<file path="src/rtl/id_ex_stage.sv">
// Decode-to-execute pipeline register with an N-channel priority bypass
// network, internal load-use hazard detection and valid/ready back-pressure.
module id_ex_stage #(
    parameter int XLEN   = 64,
    parameter int CTRL_W = 24,
    parameter int NFWD   = 3,
    parameter int CNT_W  = 32
) (
    input  logic                 clk,
    input  logic                 rstn,
    input  logic                 flush,
    input  logic                 in_valid,
    output logic                 in_ready,
    input  logic [XLEN-1:0]      in_pc,
    input  logic [31:0]          in_instr,
    input  logic [CTRL_W-1:0]    in_ctrl,
    input  logic [XLEN-1:0]      in_imm,
    input  logic [4:0]           in_rs1_idx,
    input  logic [4:0]           in_rs2_idx,
    input  logic [4:0]           in_rd_idx,
    input  logic                 in_need_rs1,
    input  logic                 in_need_rs2,
    input  logic [XLEN-1:0]      in_rs1_data,
    input  logic [XLEN-1:0]      in_rs2_data,
    input  logic [NFWD-1:0]      fwd_en,
    input  logic [NFWD-1:0]      fwd_pending,
    input  logic [5*NFWD-1:0]    fwd_idx,
    input  logic [XLEN*NFWD-1:0] fwd_data,
    output logic                 out_valid,
    input  logic                 out_ready,
    output logic [XLEN-1:0]      out_pc,
    output logic [31:0]          out_instr,
    output logic [CTRL_W-1:0]    out_ctrl,
    output logic [XLEN-1:0]      out_imm,
    output logic [XLEN-1:0]      out_rs1_data,
    output logic [XLEN-1:0]      out_rs2_data,
    output logic [4:0]           out_rd_idx,
    output logic [CNT_W-1:0]     stall_cnt
);

    logic              w_hit1, w_hit2;
    logic              w_pend1, w_pend2;
    logic [XLEN-1:0]   w_fwd1, w_fwd2;
    logic [XLEN-1:0]   w_op1, w_op2;
    logic              w_hazard;
    logic              w_accept;

    logic              r_valid;
    logic [XLEN-1:0]   r_pc;
    logic [31:0]       r_instr;
    logic [CTRL_W-1:0] r_ctrl;
    logic [XLEN-1:0]   r_imm;
    logic [XLEN-1:0]   r_rs1;
    logic [XLEN-1:0]   r_rs2;
    logic [4:0]        r_rd;
    logic [CNT_W-1:0]  r_stall_cnt;

    // Scan from lowest priority up so the youngest matching channel wins.
    always_comb begin
        w_hit1  = 1'b0;
        w_pend1 = 1'b0;
        w_fwd1  = '0;
        w_hit2  = 1'b0;
        w_pend2 = 1'b0;
        w_fwd2  = '0;
        for (int k = NFWD - 1; k >= 0; k--) begin
            if (fwd_en[k] && fwd_idx[5*k +: 5] == in_rs1_idx) begin
                w_hit1  = 1'b1;
                w_pend1 = fwd_pending[k];
                w_fwd1  = fwd_data[XLEN*k +: XLEN];
            end
            if (fwd_en[k] && fwd_idx[5*k +: 5] == in_rs2_idx) begin
                w_hit2  = 1'b1;
                w_pend2 = fwd_pending[k];
                w_fwd2  = fwd_data[XLEN*k +: XLEN];
            end
        end
        if (in_rs1_idx == 5'd0) begin
            w_hit1  = 1'b0;
            w_pend1 = 1'b0;
        end
        if (in_rs2_idx == 5'd0) begin
            w_hit2  = 1'b0;
            w_pend2 = 1'b0;
        end
    end

    assign w_op1 = (in_rs1_idx == 5'd0) ? '0 :
                   w_hit1 ? w_fwd1 : in_rs1_data;
    assign w_op2 = (in_rs2_idx == 5'd0) ? '0 :
                   w_hit2 ? w_fwd2 : in_rs2_data;

    assign w_hazard = in_valid &
                      ((in_need_rs1 & w_hit1 & w_pend1) |
                       (in_need_rs2 & w_hit2 & w_pend2));

    assign in_ready = (!r_valid || out_ready) && !w_hazard && !flush;
    assign w_accept = in_valid && in_ready;

    always_ff @(posedge clk) begin
        if (!rstn) begin
            r_valid     <= 1'b0;
            r_pc        <= '0;
            r_instr     <= '0;
            r_ctrl      <= '0;
            r_imm       <= '0;
            r_rs1       <= '0;
            r_rs2       <= '0;
            r_rd        <= '0;
            r_stall_cnt <= '0;
        end else begin
            if (flush) begin
                r_valid <= 1'b0;
            end else if (w_accept) begin
                r_valid <= 1'b1;
                r_pc    <= in_pc;
                r_instr <= in_instr;
                r_ctrl  <= in_ctrl;
                r_imm   <= in_imm;
                r_rs1   <= w_op1;
                r_rs2   <= w_op2;
                r_rd    <= in_rd_idx;
            end else if (out_ready) begin
                r_valid <= 1'b0;
            end
            // Saturate rather than wrap so long stalls stay visible.
            if (w_hazard && !flush && r_stall_cnt != {CNT_W{1'b1}})
                r_stall_cnt <= r_stall_cnt + 1'b1;
        end
    end

    assign out_valid    = r_valid;
    assign out_pc       = r_pc;
    assign out_instr    = r_instr;
    assign out_ctrl     = r_ctrl;
    assign out_imm      = r_imm;
    assign out_rs1_data = r_rs1;
    assign out_rs2_data = r_rs2;
    assign out_rd_idx   = r_rd;
    assign stall_cnt    = r_stall_cnt;

endmodule

</file>
<file path="config.mk">
export PLATFORM = sky130hd
export DESIGN_NAME = id_ex_stage
export DESIGN_NICKNAME = d
export VERILOG_FILES = /design/src/rtl/id_ex_stage.sv
export SDC_FILE = /design/constraint.sdc
export NUM_CORES = 1
export LEC_CHECK = 0
export ABC_AREA = 1
export CAP_MARGIN = 20
export CORE_AREA = 2 2 348 350
export CTS_BUF_LIST = sky130_fd_sc_hd__clkbuf_16
export DETAILED_ROUTE_END_ITERATION = 16
export DIE_AREA = 0 0 350 352
export GPL_TIMING_DRIVEN = 0
export PLACE_DENSITY = 0.48
export SLEW_MARGIN = 30
export SYNTH_ARGS = -nofsm -noshare
export SYNTH_HDL_FRONTEND = slang
export SYNTH_SLANG_ARGS = --single-unit
</file>
<file path="constraint.sdc">
create_clock -name clk -period 2.6 [get_ports clk]
set_input_delay 0.52 -clock clk [delete_from_list [all_inputs] [get_ports clk]]
set_output_delay 0.52 -clock clk [all_outputs]
set_load 0.01 [all_outputs]
</file>
==> metrics.cfg <==
[place]
hpwl_um = 103900
routabilityCongestion = 0.9503
dp.cells = 5854
place_area_um2 = 30410
buffer_ports.inserted = 896

[min_path]
worst_hold_path_type = primary input to register

[synth]
synth-seq-cells = 350
synth_cell_types = 24
synth_nets = 3891
yosysWarnings = 0
netlist_area_um2 = 19380
ys_seq_area_share_pct = 36.16
syn_avg_cell_area_um2 = 5.796
syn_inst = 3343

[worst_setup_path]
path_cells = buf_2 -> inv_2 -> nand2_2 -> nand4_1 -> nor2_1 -> nand4_1 -> buf_6 -> clkbuf_1 -> o21ai_0 -> o21ai_0 -> nor2_1 -> nor2_1
cp_num_buf_inv = 4
end_kind = register
start_kind = primary input
path_delay_family = simple AND/OR/NAND/NOR gates
cp_max_fo = 10
worstPathArrival_ns = 3.09
timing.critical_path.mode_cell = nor2_1
critPathSlowestCell = o21ai_0
worst-setup-path-type = primary input to register
critical_path.max_stage_delay_ns = 0.53
required_ns = 3.10

[floorplanning]
fp.dieW_um = 350
die_area_um2 = 123200
rows = 127
io-pin-count = 898
start_util_pct = 16.24
core_region_area_um2 = 119300
die_y_um = 352

[clock_network]
holdBufCountCts = 0
cts_sinks = 350
cts.clk_slew.worst_paths_ns = 0.06
clk-insertion-delay-late_ns = 0.61
cts.path.max_buffers = 3
cts-buffers-inserted = 49
cts_tree = built
cts.htree.levels = 2
cts-root-buf = clkbuf_16

[timing]
post-route-min-period_ns = 2.591
setup_viol = 0
drv_slew = 0
finalClockSkew_ns = 0.01964
fin_setup_tns_ns = 0
max_freq_ghz = 0.3859
post-route-period-util_pct = 99.66
maxSlewHeadroom_pct = 31.83
rsz0062_at_grt = yes
tightest_slew_ns = 1.023
hold_violations = 0

[detailed_routing]
num_vias = 24396
drt_wl_total_um = 127500
drtAntennaViolNets = 0
via_per_inst = 4.085
firstDrtPassIters = 6
drt_iter0_drc = 1737
wl_per_cell_um = 21.34
drc_errors = 0

[grt]
grt_pass1_wl_um = 174700
grt_overflow = 0
grt_max_degree = 14
grt_pass1_vias = 23497
grt_antenna_before_repair = 32
groute.usage.overall_pct = 19.84

[pwr]
ir_drop_v = 0.0004551
powerDensity_nw_per_um2 = 505.4
power.leakage_uw = 0.01471

[final_layout]
final_cell_mix = nand2_1 (1,135), clkdlybuf4s50_1 (867), nor2_1 (681), inv_1 (365), dfxtp_1 (350)
final_common_cell = nand2_1
nFillCells = 13488
final_nets = 4847
finalInstanceArea_um2 = 32090
stdcell_count = 5972
layout-drive-gt1-share_pct = 6.158
area_delta_synth_final_pct = 65.63

[flow_run]
drv_cap = 0

[run_status]
outcome = completed

repair_timing:
| action | 4_1_cts | 5_1_grt |
|---|---|---|
| resized for setup | 121 | 63 |
| setup endpoints to repair | 349 | 186 |
| pin swaps | 18 | 7 |
| buffers inserted | 5 | 1 |
state kept, by name (all words and copies together), names as in the netlist:
name          cells
out_rs1_data     64
out_valid         1
out_rd_idx        5
out_rs2_data     64
stall_cnt        32
out_instr        32
out_ctrl         24
out_imm          64
out_pc           64
metrics by stage:
| step | hold slack (ns) | utilization [%] | power, uW | setup slack (ns) |
|---|---|---|---|---|
| finish | 0.4850 | 26.89 | 16220 | 0.008924 |
| global route | 0.4417 | 26.88 | 17030 | -0.03927 |
| CTS | 0.4228 | 26.80 | 16490 | 0.00003975 |
| detailed placement | 0.4978 | 25.48 | 9881 | -1.780 |
| global placement | 0.4965 | 25.44 | 9873 | -2.141 |
| floorplan | 0.5043 | - | 7433 | 0.5429 |
cell usage after synthesis:
cell type	instances	area, um2
nor2_1	692	2597
inv_1	360	1351
xor2_1	19	166.4
nor3_1	17	85.08
nand2_1	1148	4309
buf_2	63	315.3
nand4_1	14	87.58
xnor2_1	9	78.83
nor4_1	8	50.05
nand3_2	2	20.02
o21ai_1	31	155.2
buf_6	21	236.5
o21a_1	1	7.510
dfxtp_1	350	7007
nand3_1	145	725.7
o21ai_0	232	1161
buf_1	7	26.28
and3b_1	1	8.760
ha_1	1	12.51
buf_8	2	30.03
a21oi_1	96	480.5
clkinv_1	2	7.510
clkbuf_1	108	405.4
inv_2	14	52.55
worst paths after layout:
check | startpoint | to | slack [ns] | cells past startpoint
setup reg to reg | stall_cnt[0] | stall_cnt[8] | 0.34 | 10
hold reg to reg | out_rs2_data[36] | out_rs2_data[36] | 0.51 | 4
setup / recovery | in_rs1_idx[1] | out_rs1_data[36] | 0.009 | 12
hold / removal | in_imm[29] | out_imm[29] | 0.48 | 3
routing by layer:
metal,global-route usage (%),share of wire [%],vias to the layer above
met2,32.27,46,876
met1,25.59,44,11245
met4,6.509,2.9,20
met3,4.695,7.0,171
met5,0,0.10,-
li1,-,-,12084
layout make-up:
type                            instances  area, um2  area share (%)
Tap cell                             1612       2017           6.284
Multi-Input combinational cell       2416      10080           31.40
Buffer                                201       1057           3.294
Inverter                              376       1416           4.413
Antenna cell                           24      60.06          0.1871
Timing Repair Buffer                  905       8960           27.92
Clock buffer                           49       1226           3.821
Clock inverter                         39      272.8          0.8499
Sequential cell                       350       7007           21.83
cells by family (layout without fill, tap and decap cells):
logic type	after synthesis	count (layout)	share of synthesized area, %
buffers and inverters	577	1570	12.51
XOR/XNOR	28	28	1.266
adder cells (fa/ha/maj)	1	1	0.06456
AND/OR/NAND/NOR	2027	2027	40.69
other	0	24	0
AO/OA/AOI/OAI	360	360	9.311
flip-flops	350	350	36.16
worst register-to-register path, cell delays in order, from the launching register on:
cell and delay, ns:
dfxtp_1 0.38, ha_1 0.24, nand2_1 0.13, nor2_1 0.24
nand4_1 0.18, nor3_1 0.19, nand4_1 0.13, nand4_1 0.15
clkbuf_2 0.28, nand2_1 0.09, a21oi_1 0.15
report_power, final:
group / switching, uW / internal [uW] / leakage, uW / total [uW]
combinational: 2020 / 1830 / 0.0111 / 3850
sequential: 213 / 5720 / 0.00288 / 5940
clock: 2810 / 3630 / 0.000754 / 6440
Note: power is estimated with default switching activity, not from simulation.
